--- src/rtl/conv_burst_writer.sv ---
// rtl/conv_burst_writer.sv - result FIFO packed into multi-beat bus write bursts inside a granted region
// Optional: CONV_BURST_WRITER_RELU_EN clamps negative results to zero before buffering.
module conv_burst_writer #(
    parameter int          WIDTH      = 32,
    parameter int          ADDR_W     = 28,
    parameter int          FIFO_DEPTH = 16,
    parameter int          MAX_BURST  = 8,
    parameter logic [3:0]  USER_ID    = 4'h0,
    parameter int          REGION_W   = 10
) (
    input  logic                  clk,
    input  logic                  rst_n,
    input  logic [WIDTH-1:0]      result,
    input  logic                  result_en,
    output logic                  result_ready,
    input  logic [ADDR_W-1:0]     addr,
    input  logic [5:0]            addr_bias,
    input  logic [REGION_W-1:0]   region_words,
    input  logic                  addr_en,
    output logic                  addr_rq,
    input  logic                  flush,
    output logic                  flush_done,
    output logic [ADDR_W-1:0]     awaddr,
    output logic [3:0]            awlen,
    output logic [3:0]            awuser_id,
    output logic                  awuser_ap,
    output logic                  awvalid,
    input  logic                  awready,
    output logic [WIDTH-1:0]      wdata,
    output logic [WIDTH/8-1:0]    wstrb,
    output logic                  wvalid,
    output logic                  wlast,
    input  logic                  wready,
    input  logic [3:0]            wuser_id,
    input  logic                  wuser_last,
    output logic                  overflow,
    output logic                  proto_err
);

    localparam int BYTES = WIDTH / 8;
    localparam int PW    = $clog2(FIFO_DEPTH);
    localparam int CW    = PW + 1;
    localparam logic [31:0] MAXB = 32'(MAX_BURST);

    typedef enum logic [1:0] {S_REQ, S_IDLE, S_AW, S_W} state_t;

    state_t              state_q, state_d;
    logic [WIDTH-1:0]    mem_q [FIFO_DEPTH];
    logic [PW-1:0]       rd_ptr_q, rd_ptr_d, wr_ptr_q, wr_ptr_d;
    logic [CW-1:0]       count_q, count_d;
    logic [ADDR_W-1:0]   cur_q, cur_d, awaddr_q, awaddr_d;
    logic [REGION_W-1:0] rem_q, rem_d;
    logic [3:0]          awlen_q, awlen_d;
    logic [4:0]          beats_q, beats_d, beat_cnt_q, beat_cnt_d;
    logic                flush_pend_q, flush_pend_d;
    logic                overflow_q, overflow_d;
    logic                proto_err_q, proto_err_d;

    logic                full, empty, push, pop, accept, issue, done_flush;
    logic [WIDTH-1:0]    push_data;
    logic [31:0]         cnt32, rem32, cap, burst_n;
    logic [ADDR_W-1:0]   bias_bytes, burst_bytes;
    logic [REGION_W-1:0] rem_left;

    assign full   = (count_q == CW'(FIFO_DEPTH));
    assign empty  = (count_q == '0);
    assign wvalid = (state_q == S_W) && !empty;
    assign accept = wvalid && wready && (wuser_id == USER_ID);
    assign pop    = accept;
    // A full FIFO still takes a word when the head leaves in the same cycle.
    assign push   = result_en && (!full || pop);

`ifdef CONV_BURST_WRITER_RELU_EN
    assign push_data = result[WIDTH-1] ? '0 : result;
`else
    assign push_data = result;
`endif

    assign result_ready = !full;
    assign wdata        = empty ? '0 : mem_q[rd_ptr_q];
    assign wstrb        = wvalid ? {BYTES{1'b1}} : '0;
    assign wlast        = wvalid && (beat_cnt_q == beats_q - 5'd1);
    assign awvalid      = (state_q == S_AW);
    assign awaddr       = awaddr_q;
    assign awlen        = awlen_q;
    assign awuser_id    = USER_ID;
    assign awuser_ap    = 1'b1;
    assign addr_rq      = (state_q == S_REQ);
    assign overflow     = overflow_q;
    assign proto_err    = proto_err_q;
    assign done_flush   = flush_pend_q && empty && ((state_q == S_IDLE) || (state_q == S_REQ));
    assign flush_done   = done_flush;

    // Burst size never exceeds what remains in the region, so bursts stop at its end.
    always_comb begin
        cnt32   = 32'(count_q);
        rem32   = 32'(rem_q);
        cap     = (MAXB < rem32) ? MAXB : rem32;
        burst_n = (cnt32 < cap) ? cnt32 : cap;
        issue   = (cnt32 >= cap) || (flush_pend_q && !empty);
    end

    assign bias_bytes  = ADDR_W'(addr_bias) * ADDR_W'(BYTES);
    assign burst_bytes = ADDR_W'(beats_q) * ADDR_W'(BYTES);
    assign rem_left    = rem_q - REGION_W'(beats_q);

    always_comb begin
        rd_ptr_d     = pop  ? rd_ptr_q + PW'(1) : rd_ptr_q;
        wr_ptr_d     = push ? wr_ptr_q + PW'(1) : wr_ptr_q;
        count_d      = count_q + CW'(push) - CW'(pop);
        overflow_d   = overflow_q || (result_en && full && !pop);
        proto_err_d  = proto_err_q || (accept && (wuser_last != wlast));
        flush_pend_d = flush || (flush_pend_q && !done_flush);
    end

    always_comb begin
        state_d    = state_q;
        cur_d      = cur_q;
        rem_d      = rem_q;
        awaddr_d   = awaddr_q;
        awlen_d    = awlen_q;
        beats_d    = beats_q;
        beat_cnt_d = beat_cnt_q;
        case (state_q)
            S_REQ: begin
                if (addr_en) begin
                    cur_d   = addr + bias_bytes;
                    rem_d   = region_words;
                    state_d = S_IDLE;
                end
            end
            S_IDLE: begin
                if (issue) begin
                    awaddr_d   = cur_q;
                    awlen_d    = 4'(burst_n - 32'd1);
                    beats_d    = 5'(burst_n);
                    beat_cnt_d = '0;
                    state_d    = S_AW;
                end
            end
            S_AW: begin
                if (awready) state_d = S_W;
            end
            S_W: begin
                if (accept) begin
                    if (wlast) begin
                        cur_d      = cur_q + burst_bytes;
                        rem_d      = rem_left;
                        beat_cnt_d = '0;
                        state_d    = (rem_left == '0) ? S_REQ : S_IDLE;
                    end else begin
                        beat_cnt_d = beat_cnt_q + 5'd1;
                    end
                end
            end
            default: state_d = S_REQ;
        endcase
    end

    always_ff @(posedge clk or negedge rst_n) begin
        if (!rst_n) begin
            state_q      <= S_REQ;
            rd_ptr_q     <= '0;
            wr_ptr_q     <= '0;
            count_q      <= '0;
            cur_q        <= '0;
            rem_q        <= '0;
            awaddr_q     <= '0;
            awlen_q      <= '0;
            beats_q      <= '0;
            beat_cnt_q   <= '0;
            flush_pend_q <= 1'b0;
            overflow_q   <= 1'b0;
            proto_err_q  <= 1'b0;
        end else begin
            state_q      <= state_d;
            rd_ptr_q     <= rd_ptr_d;
            wr_ptr_q     <= wr_ptr_d;
            count_q      <= count_d;
            cur_q        <= cur_d;
            rem_q        <= rem_d;
            awaddr_q     <= awaddr_d;
            awlen_q      <= awlen_d;
            beats_q      <= beats_d;
            beat_cnt_q   <= beat_cnt_d;
            flush_pend_q <= flush_pend_d;
            overflow_q   <= overflow_d;
            proto_err_q  <= proto_err_d;
        end
    end

    // Storage needs no reset: the pointers alone define what is valid.
    always_ff @(posedge clk) begin
        if (push) mem_q[wr_ptr_q] <= push_data;
    end

endmodule

--- config.mk ---
export PLATFORM = sky130hd
export DESIGN_NAME = conv_burst_writer
export DESIGN_NICKNAME = d
export VERILOG_FILES = /design/src/rtl/conv_burst_writer.sv
export SDC_FILE = /design/constraint.sdc
export NUM_CORES = 1
export LEC_CHECK = 0
export BUFFER_PORTS_ARGS = -buffer_cell sky130_fd_sc_hd__buf_2
export CORE_MARGIN = 3
export CORE_UTILIZATION = 57
export DETAILED_ROUTE_END_ITERATION = 6
export HOLD_SLACK_MARGIN = 0.06
export MAX_ROUTING_LAYER = met4
export PLACE_DENSITY = 0.76
export SYNTH_ARGS = -nofsm -noshare
export SYNTH_HDL_FRONTEND = slang
export SYNTH_SLANG_ARGS = --single-unit
--- constraint.sdc ---
create_clock -name clk -period 10.06 [get_ports clk]
set_input_delay 0 -clock clk [delete_from_list [all_inputs] [get_ports clk]]
set_output_delay 0 -clock clk [all_outputs]
set_load 0.01 [all_outputs]
==> results of run 1 <==
cell type report:
| type | count | area, sq um | area share |
|---|---|---|---|
| sequential | 610 | 17840 | 0.5884 |
| timing repair buffer | 294 | 2112 | 0.06967 |
| tap | 592 | 740.7 | 0.02443 |
| antenna | 1 | 2.502 | 0.00008254 |
| inverter | 45 | 168.9 | 0.005572 |
| clock inverter | 36 | 250.2 | 0.008254 |
| clock buffer | 70 | 1496 | 0.04936 |
| multi-input combinational | 787 | 7709 | 0.2543 |
logic make-up (layout without fill, tap and decap cells):
| group | Yosys count | count (layout) | share of synthesized area |
|---|---|---|---|
| flip-flops | 610 | 610 | 0.6863 |
| AO/OA/AOI/OAI | 198 | 198 | 0.05062 |
| adder cells (fa/ha/maj) | 43 | 43 | 0.02187 |
| multiplexers | 171 | 171 | 0.1431 |
| other | 2 | 7 | 0.0002891 |
| AND/OR/NAND/NOR | 335 | 335 | 0.06531 |
| buffers and inverters | 129 | 445 | 0.02114 |
| XOR/XNOR | 34 | 34 | 0.01146 |
worst reg2reg max path, stage by stage (launching register included):
cell      delay, ps
dfrtp_1         420
ha_2            210
clkinv_1        440
nor4_4          670
nor2_1          160
nor2b_2         280
nand3_1         370
nor2_4          990
Yosys cell counts (20+ instances only):
master    instances  area (sq um)
dfrtp_1          98          2452
nor2b_1          38         237.7
nand2_1         134         503.0
edfxtp_1        512         15370
ha_1             39         488.0
clkbuf_1         48         180.2
nor2_1           40         150.1
inv_1            43         161.4
mux4_2          160          3603
o21ai_0          58         290.3
nand3_1          20         100.1
xnor2_1          20         175.2
a21oi_1          30         150.1
power groups by stage:
| stage | registers (mW) | clock network [mW] | logic (mW) |
|---|---|---|---|
| floorplan | 3.36 | 0 | 1.66 |
| global placement | 3.44 | 0 | 2.26 |
| detailed placement | 3.46 | 0 | 2.31 |
| CTS | 3.41 | 2.07 | 2.41 |
| global route | 3.45 | 2.15 | 2.64 |
| finish | 3.42 | 2.04 | 2.41 |
worst max path at each step:
| stage | slack (ps) | cells past startpoint | startpoint | to |
|---|---|---|---|---|
| 6_report | 6080 | 5 | rd_ptr_q[1]$_DFFE_PN0P_ | wdata[16] |
| 5_1_grt | 5760 | 10 | rem_q[5]$_DFFE_PN0P_ | beats_q[0]$_DFFE_PN0P_ |
| 4_1_cts | 6040 | 5 | rd_ptr_q[1]$_DFFE_PN0P_ | wdata[16] |
| 3_5_place_dp | 6080 | 8 | state_q[0]$_DFFE_PN0P_ | mem_q[8][15]$_DFFE_PP_ |
| 3_3_place_gp | 6160 | 7 | state_q[0]$_DFFE_PN0P_ | mem_q[15][19]$_DFFE_PP_ |
| 2_1_floorplan | 4590 | 8 | state_q[0]$_DFFE_PN0P_ | mem_q[1][0]$_DFFE_PP_ |
timing repair:
item                                   in CTS  in global routing
gates resized for setup                     0                  0
endpoints found under the hold margin     660                  0
hold buffers                              115                  0
routing by layer:
| layer | GRT usage | routed length [um] | share of wire |
|---|---|---|---|
| met1 | 0.3476 | 23580 | 0.39 |
| met2 | 0.4246 | 29900 | 0.50 |
| met3 | 0.04468 | 4607 | 0.077 |
| met4 | 0.08641 | 1725 | 0.029 |
| met5 | - | 0 | 0 |
sequential cells by signal, summed over array words and instances (netlist names), 2 cells and up:
register / count
rem_q: 10
awaddr: 28
cur_q: 28
beats_q: 5
mem_q: 512
rd_ptr_q: 4
wr_ptr_q: 4
state_q: 2
awlen: 4
count_q: 5
beat_cnt_q: 5
metrics by stage:
| stage | area, sq um | util |
|---|---|---|
| floorplan | 25990 | - |
| global placement | 27410 | 0.6144 |
| detailed placement | 27410 | 0.6144 |
| CTS | 30310 | 0.6796 |
| global route | 30320 | 0.6796 |
| finish | 30320 | 0.6796 |
==> out/results.ini, run 1 <==
[critical_path]
cp.required_ps = 10060
crit_arrival_ps = 3980
crit_slowest_cell = dfrtp_4
r2r-start = state_q[0]$_DFFE_PN0P_
cpPeakStageDelay_ps = 1000
cp_max_fo = 72
path_cells = buf_4 -> mux4_2 -> mux4_2 -> nor2b_1 -> buf_2
rr_endpoint = mem_q[15][14]$_DFFE_PP_
crit_path_end_kind = primary output
worstSetupPathType = reg2out
crit_buf_inv = 2
cp-start-kind = flop
cp_common_cell = mux4_2
path_delay_family = buffers and inverters
r2r_setup_slack_ps = 6100
reg2reg_depth = 7

[logic_synthesis]
synth-main-ff-cell = edfxtp_1
yosysUniqueCellTypes = 76
synth-async-reset-ratio = 0.1607
synth-seq-area-share = 0.6863
synth_area_sq_mm = 0.02598
syn_inst = 1522
syn_area_per_cell_sq_um = 17.07
synth.ff_latch_count = 610
yosys_warnings = 0
synth_edf_count = 512

[timing]
skew_ps = 19.68
period_share = 0.3957
drv_slew = 0
hold-worst-slack_ps = 104.9
min_period_ps = 3980
fin_ws_ps = 6080
hold_violations = 0
rsz0062_at_grt = false
setup_viol = 0
tightest_slew_ps = 1160
tns_ps = 0
fmax_ghz = 0.2512
maxSlewHeadroom = 0.2234

[min_path]
worstHoldPathCells = 7
hold_end = state_q[0]$_DFFE_PN0P_
min_path_type = in2reg
hold_start = wuser_id[0]

[layout]
fill_cells = 2839
drive_above_1_share = 0.2535
final_common_cell = edfxtp_1
layout.nets = 1927
mostFrequentLayoutCells = edfxtp_1 (512), buf_2 (162), mux4_2 (160), nand2_1 (134), dlygate4sd3_1 (114)
final_cells = 2435
syn2layout_area_growth_pct = 16.70

[floorplanning]
die-area_sq_mm = 0.04817
rows = 77
initial_core_util = 0.5824
core_sq_mm = 0.04461
die_h_um = 219.5
io_pins = 169
die_w_um = 219.5

[placed_design]
dp_hpwl_mm = 34.01
gp_congestion = 0.8812
place_ws_ps = 6084
io_buffers = 163
dpl.cell_count = 2213

[pwr]
seq_power_share = 0.435
p_per_area_mw_per_mm2 = 259.2
ir_drop_mv = 0.1955
p_int_mw = 5.319
pwr-share-clk = 0.259
total_power_mw = 7.859
p_leak_nw = 10.51
pwr-share-comb = 0.306
netSwitchingPower_mw = 2.540
power_switching_share = 0.3232

[global_routing]
antenna_found_initial = 1
grt-ovfl-total = 0
grt_usage = 0.2632
grt_max_degree = 132
grt_pass1_vias = 15460
grt_pass1_wl_mm = 92.07

[drt]
drcViolationCount = 0
postRouteWirelength_mm = 59.81
viasPerCell = 6.146
vias = 14970
ant_nets = 0
drt_first_iter_violations = 1511
first_pass_iters = 5
wl_per_cell_um = 24.56

[clock_tree]
clock_latency_ps = 620
cts_tree = yes
numCtsBuffers = 58
cts_max_level = 2
clkSinkCount = 610
ctsRootBufferMaster = clkbuf_16
post_cts_buffers = 0
cts_buffer_depth = 3
clkSlewWorstSetupHoldPaths_ps = 60

[run]
maxCapViolations = 0

[status]
status = finished, final reports clean

Power figures use the tool's default switching activity.
==> run 2, diff against run 1 <==
--- a/config.mk
+++ b/config.mk
@@ -7,7 +7,7 @@
 export LEC_CHECK = 0
 export BUFFER_PORTS_ARGS = -buffer_cell sky130_fd_sc_hd__buf_2
 export CORE_MARGIN = 3
-export CORE_UTILIZATION = 57
+export CORE_UTILIZATION = 55
 export DETAILED_ROUTE_END_ITERATION = 6
 export HOLD_SLACK_MARGIN = 0.06
 export MAX_ROUTING_LAYER = met4
==> constraint.sdc (replaced) <==
create_clock -name clk -period 3.4 [get_ports clk]
set_input_delay 0 -clock clk [delete_from_list [all_inputs] [get_ports clk]]
set_output_delay 0 -clock clk [all_outputs]
set_load 0.01 [all_outputs]
==> out/results.ini, run 2 (same netlist as run 1, synthesis figures left out) <==
[status]
status = finished, final reports clean

[critical_path]
cp_max_fo = 5  ; -93%
reg2reg_depth = 9  ; +2
endpoint = count_q[4]$_DFF_PN0_
cp-start-kind = input port
crit_path_end_kind = flop
r2r-start = count_q[2]$_DFF_PN0_
crit_start = wuser_id[2]
rr_endpoint = proto_err$_DFF_PN0_
r2r_setup_slack_ps = 180  ; -5920 ps
worstSetupPathType = in2reg
cp.required_ps = 3930  ; -6130 ps
crit_arrival_ps = 3790  ; -190 ps

[layout]
largest_reg_flops = 512  ; unchanged
multi_input_area_sq_mm = 0.007781  ; +0.94%
final_common_cell = edfxtp_1
layout.nets = 1969  ; +2.2%
fill_cells = 3008  ; +6.0%
regMostFlops = mem_q
syn2layout_area_growth_pct = 19.82
drive_above_1_share = 0.2785  ; +0.02499
mostFrequentLayoutCells = edfxtp_1 (512), buf_2 (162), mux4_2 (160), nand2_1 (134), dlygate4sd3_1 (109)
final_cells = 2493  ; +2.4%
regArea_sq_mm = 0.01784  ; unchanged

[placed_design]
dpl.cell_count = 2269  ; +2.5%
io_buffers = 163  ; unchanged
dp_hpwl_mm = 36.42  ; +7.1%
gp_congestion = 0.8568  ; -2.8%

[drt]
wl_met1_mm = 23.88  ; +1.3%
postRouteWirelength_mm = 62.53  ; +4.6%
viasPerCell = 6.136  ; -0.16%
dr_wl_met2_mm = 32.44  ; +8.5%
drt_first_iter_violations = 1706  ; +13%
ant_nets = 0  ; unchanged
vias = 15300  ; +2.2%
first_pass_iters = 5  ; unchanged
top_layer_used = met4
drcViolationCount = 0  ; unchanged
wl_per_cell_um = 25.08  ; +2.1%
dr_wl_met3_mm = 4.713  ; +2.3%

[global_routing]
grt_usage = 0.2616  ; -0.001565
grt-ovfl-total = 0  ; unchanged
grt_pass1_vias = 15900  ; +2.8%
grt_pass1_wl_mm = 96.16  ; +4.4%
grt_max_degree = 59  ; -55%
antenna_found_initial = 1  ; unchanged

[clock_tree]
ctsRootBufferMaster = clkbuf_16
cts_buffer_depth = 3  ; unchanged
clock_latency_ps = 610  ; about the same
clkSinkCount = 610  ; unchanged
cts_tree = yes
numCtsBuffers = 58  ; unchanged
cts_max_level = 2  ; unchanged
clkSlewWorstSetupHoldPaths_ps = 60  ; about the same

[pwr]
ir_drop_mv = 0.5368  ; +170%
total_power_mw = 24.23  ; +210%
p_per_area_mw_per_mm2 = 778.4  ; +200%
p_leak_nw = 10.89  ; +3.6%

[timing]
fmax_ghz = 0.3070
skew_ps = 12.83  ; -6.846 ps
setup_viol = 0  ; unchanged
tns_ps = 0  ; unchanged
period_share = 0.9582
hold_violations = 0  ; unchanged
tightest_slew_ps = 1009  ; -151.9 ps
drv_slew = 0  ; unchanged
maxSlewHeadroom = 0.3265  ; +0.1031
min_period_ps = 3258

[floorplanning]
rows = 79  ; +2.6%
die_h_um = 223.3  ; +1.8%
die_w_um = 223.3  ; +1.8%
io_pins = 169  ; unchanged
initial_core_util = 0.5580  ; -0.02438
core_sq_mm = 0.04656  ; +4.4%
die-area_sq_mm = 0.04988  ; +3.5%

[min_path]
min_path_type = in2reg

[run]
maxCapViolations = 0  ; unchanged

-- run 2: worst min path at each step --
stage                            endpoint  slack [ps]          from  cells after the start
floorplan           awaddr[0]$_DFFE_PN0P_        -300         rst_n                      0
global placement     rem_q[6]$_DFFE_PN0P_         130         rst_n                      1
detailed placement   rem_q[5]$_DFFE_PN0P_         130         rst_n                      1
CTS                  cur_q[4]$_DFFE_PN0P_         110       addr[3]                      6
global route         cur_q[5]$_DFFE_PN0P_         170  addr_bias[3]                      5
finish               cur_q[4]$_DFFE_PN0P_         150       addr[3]                      6
-- run 2: layout make-up --
type                            instances  area share
Clock buffer                           69     0.04864
Inverter                               45    0.005427
Multi-Input combinational cell        787      0.2500
Tap cell                              607     0.02440
Sequential cell                       610      0.5731
Clock inverter                         38     0.01375
Timing Repair Buffer                  336     0.08466
Antenna cell                            1  0.00008040
-- run 2: critical path, stage by stage --
cell           delay [ps]
dlygate4sd3_1         530
buf_2                 120
or4_4                 450
dlygate4sd3_1         650
nor4_4                240
nor2_1                120
nor2b_4               180
inv_2                  70
ha_1                  270
inv_1                  50
ha_1                  220
fa_1                  440
a21oi_1               170
nor2_1                 50
nor2_1                110
xnor2_1               120
-- run 2: report_power, final --
part           leakage [nW]  internal, mW  switching [mW]
Sequential             5.81          9.27           0.824
Clock                 0.951          3.86            2.74
Combinational          4.13          3.45            4.08
-- run 2: metrics by stage --
step | cell area [sq um] | utilization | hold slack, ps | setup slack (ps)
floorplan | 26020 | - | -295.6 | -723.2
CTS | 31040 | 0.6666 | 109.0 | 24.69
detailed placement | 27960 | 0.6005 | 130.7 | 235.4
global placement | 27960 | 0.6005 | 126.0 | 252.3
finish | 31130 | 0.6686 | 146.2 | 142.2
global route | 31130 | 0.6686 | 172.4 | -13.05
-- run 2: per-layer routing --
| layer | track usage | vias to the layer above |
|---|---|---|
| met5 | - | - |
| met2 | 0.4392 | 731 |
| met1 | 0.3435 | 7813 |
| met4 | 0.07158 | 0 |
| met3 | 0.03263 | 114 |
| li1 | - | 6639 |
-- run 2: repair_timing --
action | 4_1_cts | 5_1_grt
hold buffers | 110 | 0
gates resized for setup | 0 | 12
hold endpoints to repair | 618 | 0
setup buffers | 1 | 5
pin swaps | 0 | 1
endpoints found under the setup margin | 2 | 81
==> run 3, diff against run 2 <==
==> config.mk (replaced) <==
export PLATFORM = sky130hd
export DESIGN_NAME = conv_burst_writer
export DESIGN_NICKNAME = d
export VERILOG_FILES = /design/src/rtl/conv_burst_writer.sv
export SDC_FILE = /design/constraint.sdc
export NUM_CORES = 1
export LEC_CHECK = 0
export CORE_MARGIN = 3
export CORE_UTILIZATION = 57
export DETAILED_ROUTE_END_ITERATION = 6
export DONT_BUFFER_PORTS = 1
export HOLD_SLACK_MARGIN = 0.06
export MAX_ROUTING_LAYER = met4
export PLACE_DENSITY = 0.75
export SYNTH_ARGS = -nofsm -noshare
export SYNTH_HDL_FRONTEND = slang
export SYNTH_SLANG_ARGS = --single-unit
==> out/results.ini, run 3 (same netlist as run 1, synthesis figures left out) <==
[global_routing]
grt_usage = 0.2719  ; +0.01028
grt-ovfl-total = 0  ; unchanged
antenna_found_initial = 2  ; +1
grt_max_degree = 97  ; +64%
grt_pass1_vias = 15440  ; -2.9%
grt_pass1_wl_mm = 94.69  ; -1.5%

[timing]
fin_ws_ps = 150.5  ; +8.379 ps
drv_slew = 0  ; unchanged
tightest_slew_ps = 892.0  ; -116.6 ps
rsz0062_at_grt = false
tns_ps = 0  ; unchanged
hold_violations = 0  ; unchanged
skew_ps = 38.18  ; +25.35 ps
maxSlewHeadroom = 0.4053  ; +0.07878
fmax_ghz = 0.3077  ; +0.26%
period_share = 0.9557  ; -0.002464
min_period_ps = 3249  ; -8.379 ps
setup_viol = 0  ; unchanged

[drt]
first_pass_iters = 5  ; unchanged
ant_nets = 0  ; unchanged
dr_wl_met3_mm = 5.428  ; +15%
postRouteWirelength_mm = 62.55  ; about the same
wl_met1_mm = 23.67  ; -0.85%
viasPerCell = 6.375  ; +3.9%
vias = 14890  ; -2.6%
top_layer_used = met4
drcViolationCount = 0  ; unchanged
wl_per_cell_um = 26.78  ; +6.7%
dr_wl_met2_mm = 31.76  ; -2.1%
drt_first_iter_violations = 1529  ; -10%

[layout]
drive_above_1_share = 0.2067  ; -0.07186
layout.nets = 1824  ; -7.4%
regMostFlops = mem_q
syn2layout_area_growth_pct = 16.86
largest_reg_flops = 512  ; unchanged
mostFrequentLayoutCells = edfxtp_1 (512), mux4_2 (160), nand2_1 (134), dlygate4sd3_1 (127), dfrtp_1 (94)
final_common_cell = edfxtp_1

[clock_tree]
cts_tree = yes
cts_max_level = 2  ; unchanged
numCtsBuffers = 59  ; +1.7%
clock_latency_ps = 630  ; +20 ps
clkSinkCount = 610  ; unchanged
clkSlewWorstSetupHoldPaths_ps = 70  ; about the same
post_cts_buffers = 0  ; -1
cts_buffer_depth = 3  ; unchanged
ctsRootBufferMaster = clkbuf_16

[floorplanning]
initial_core_util = 0.5824  ; +0.02438
die_h_um = 219.5  ; -1.7%
rows = 77  ; -2.5%
io_pins = 169  ; unchanged
die_w_um = 219.5  ; -1.7%
die-area_sq_mm = 0.04817  ; -3.4%
core_sq_mm = 0.04461  ; -4.2%

[status]
status = finished, final reports clean

[critical_path]
cp_max_fo = 36  ; +31
worstSetupPathType = reg2reg
cp-start-kind = flop
crit_path_end_kind = flop
crit_arrival_ps = 3760  ; -30 ps
cp.required_ps = 3910  ; -20 ps

[pwr]
p_leak_nw = 10.27  ; -5.7%
p_per_area_mw_per_mm2 = 781.3  ; +0.37%
total_power_mw = 23.72  ; -2.1%
ir_drop_mv = 0.6420  ; +20%

[min_path]
min_path_type = in2reg

[placed_design]
io_buffers = 0  ; -100%
gp_congestion = 0.8406  ; -1.9%
place_ws_ps = 285.6  ; +50.17 ps
dp_hpwl_mm = 35.39  ; -2.8%

[run]
maxCapViolations = 0  ; unchanged

==> run 3: changes by cell type in the layout (fill, tap and decap cells not counted), moves of 2 or more <==
cell,before,now
buf_12,18,11
buf_2,162,0
buf_4,46,49
bufinv_16,9,5
clkinv_1,13,9
clkinv_2,12,14
clkinvlp_4,2,5
dlygate4sd3_1,109,127
inv_6,1,4
==> run 3: metrics by stage <==
stage	hold WS (ps)	instances	cell area (sq um)	util
after detailed placement	-292.7	2095	27090	0.6072
after CTS	97.46	2334	30340	0.6801
final	145.5	2336	30360	0.6805
after floorplan	-295.6	1526	26020	-
after global routing	130.6	2336	30360	0.6805
after global placement	-291.9	2095	27090	0.6072
==> run 3: repair_timing <==
item	in CTS	in global routing
hold buffers	129	0
setup endpoints to repair	0	4
resized for setup	0	2
endpoints found under the hold margin	662	0
==> run 3: final timing paths <==
check                                          end                    from  cells after the start  slack [ps]
setup / recovery             cur_q[11]$_DFFE_PN0P_  beats_q[1]$_DFFE_PN0P_                     10         150
max in group asynchronous  rd_ptr_q[1]$_DFFE_PN0P_                   rst_n                      4        2280
setup reg to reg             cur_q[11]$_DFFE_PN0P_  beats_q[1]$_DFFE_PN0P_                     10         150
min in group asynchronous  rd_ptr_q[2]$_DFFE_PN0P_                   rst_n                      3         450
hold reg to reg              awaddr[1]$_DFFE_PN0P_    cur_q[1]$_DFFE_PN0P_                      2         490
hold / removal              flush_pend_q$_DFF_PN0_                   flush                      2         150
==> run 3: cell type report <==
type,count,area [sq um]
antenna,2,5.005
sequential,610,17840
clock inverter,40,386.6
tap,592,740.7
multi-input combinational,787,7754
fill,2768,14250
clock buffer,70,1539
inverter,45,168.9
timing repair buffer,190,1926
==> run 3: critical path, stage by stage (launching register included) <==
cell	delay (ps)
dfrtp_1	440
inv_1	130
ha_1	300
xnor2_1	130
a211oi_1	320
o311ai_4	290
o21a_1	250
buf_4	250
o32ai_1	340
a311oi_1	100
dlygate4sd3_1	610
==> run 3: routing by layer <==
| metal | up-vias | track usage |
|---|---|---|
| met5 | - | - |
| met4 | 0 | 0.07971 |
| met3 | 149 | 0.04909 |
| met2 | 764 | 0.4434 |
| met1 | 7601 | 0.3568 |
| li1 | 6379 | - |
==> run 3: where the power goes <==
| group | switching [mW] | internal (mW) | total (mW) | leakage, nW |
|---|---|---|---|---|
| sequential | 1.04 | 9.28 | 10.3 | 5.81 |
| combinational | 3.77 | 3.14 | 6.91 | 3.52 |
| clock | 2.85 | 3.64 | 6.49 | 0.935 |
| total | 7.66 | 16.1 | 23.7 | 10.3 |
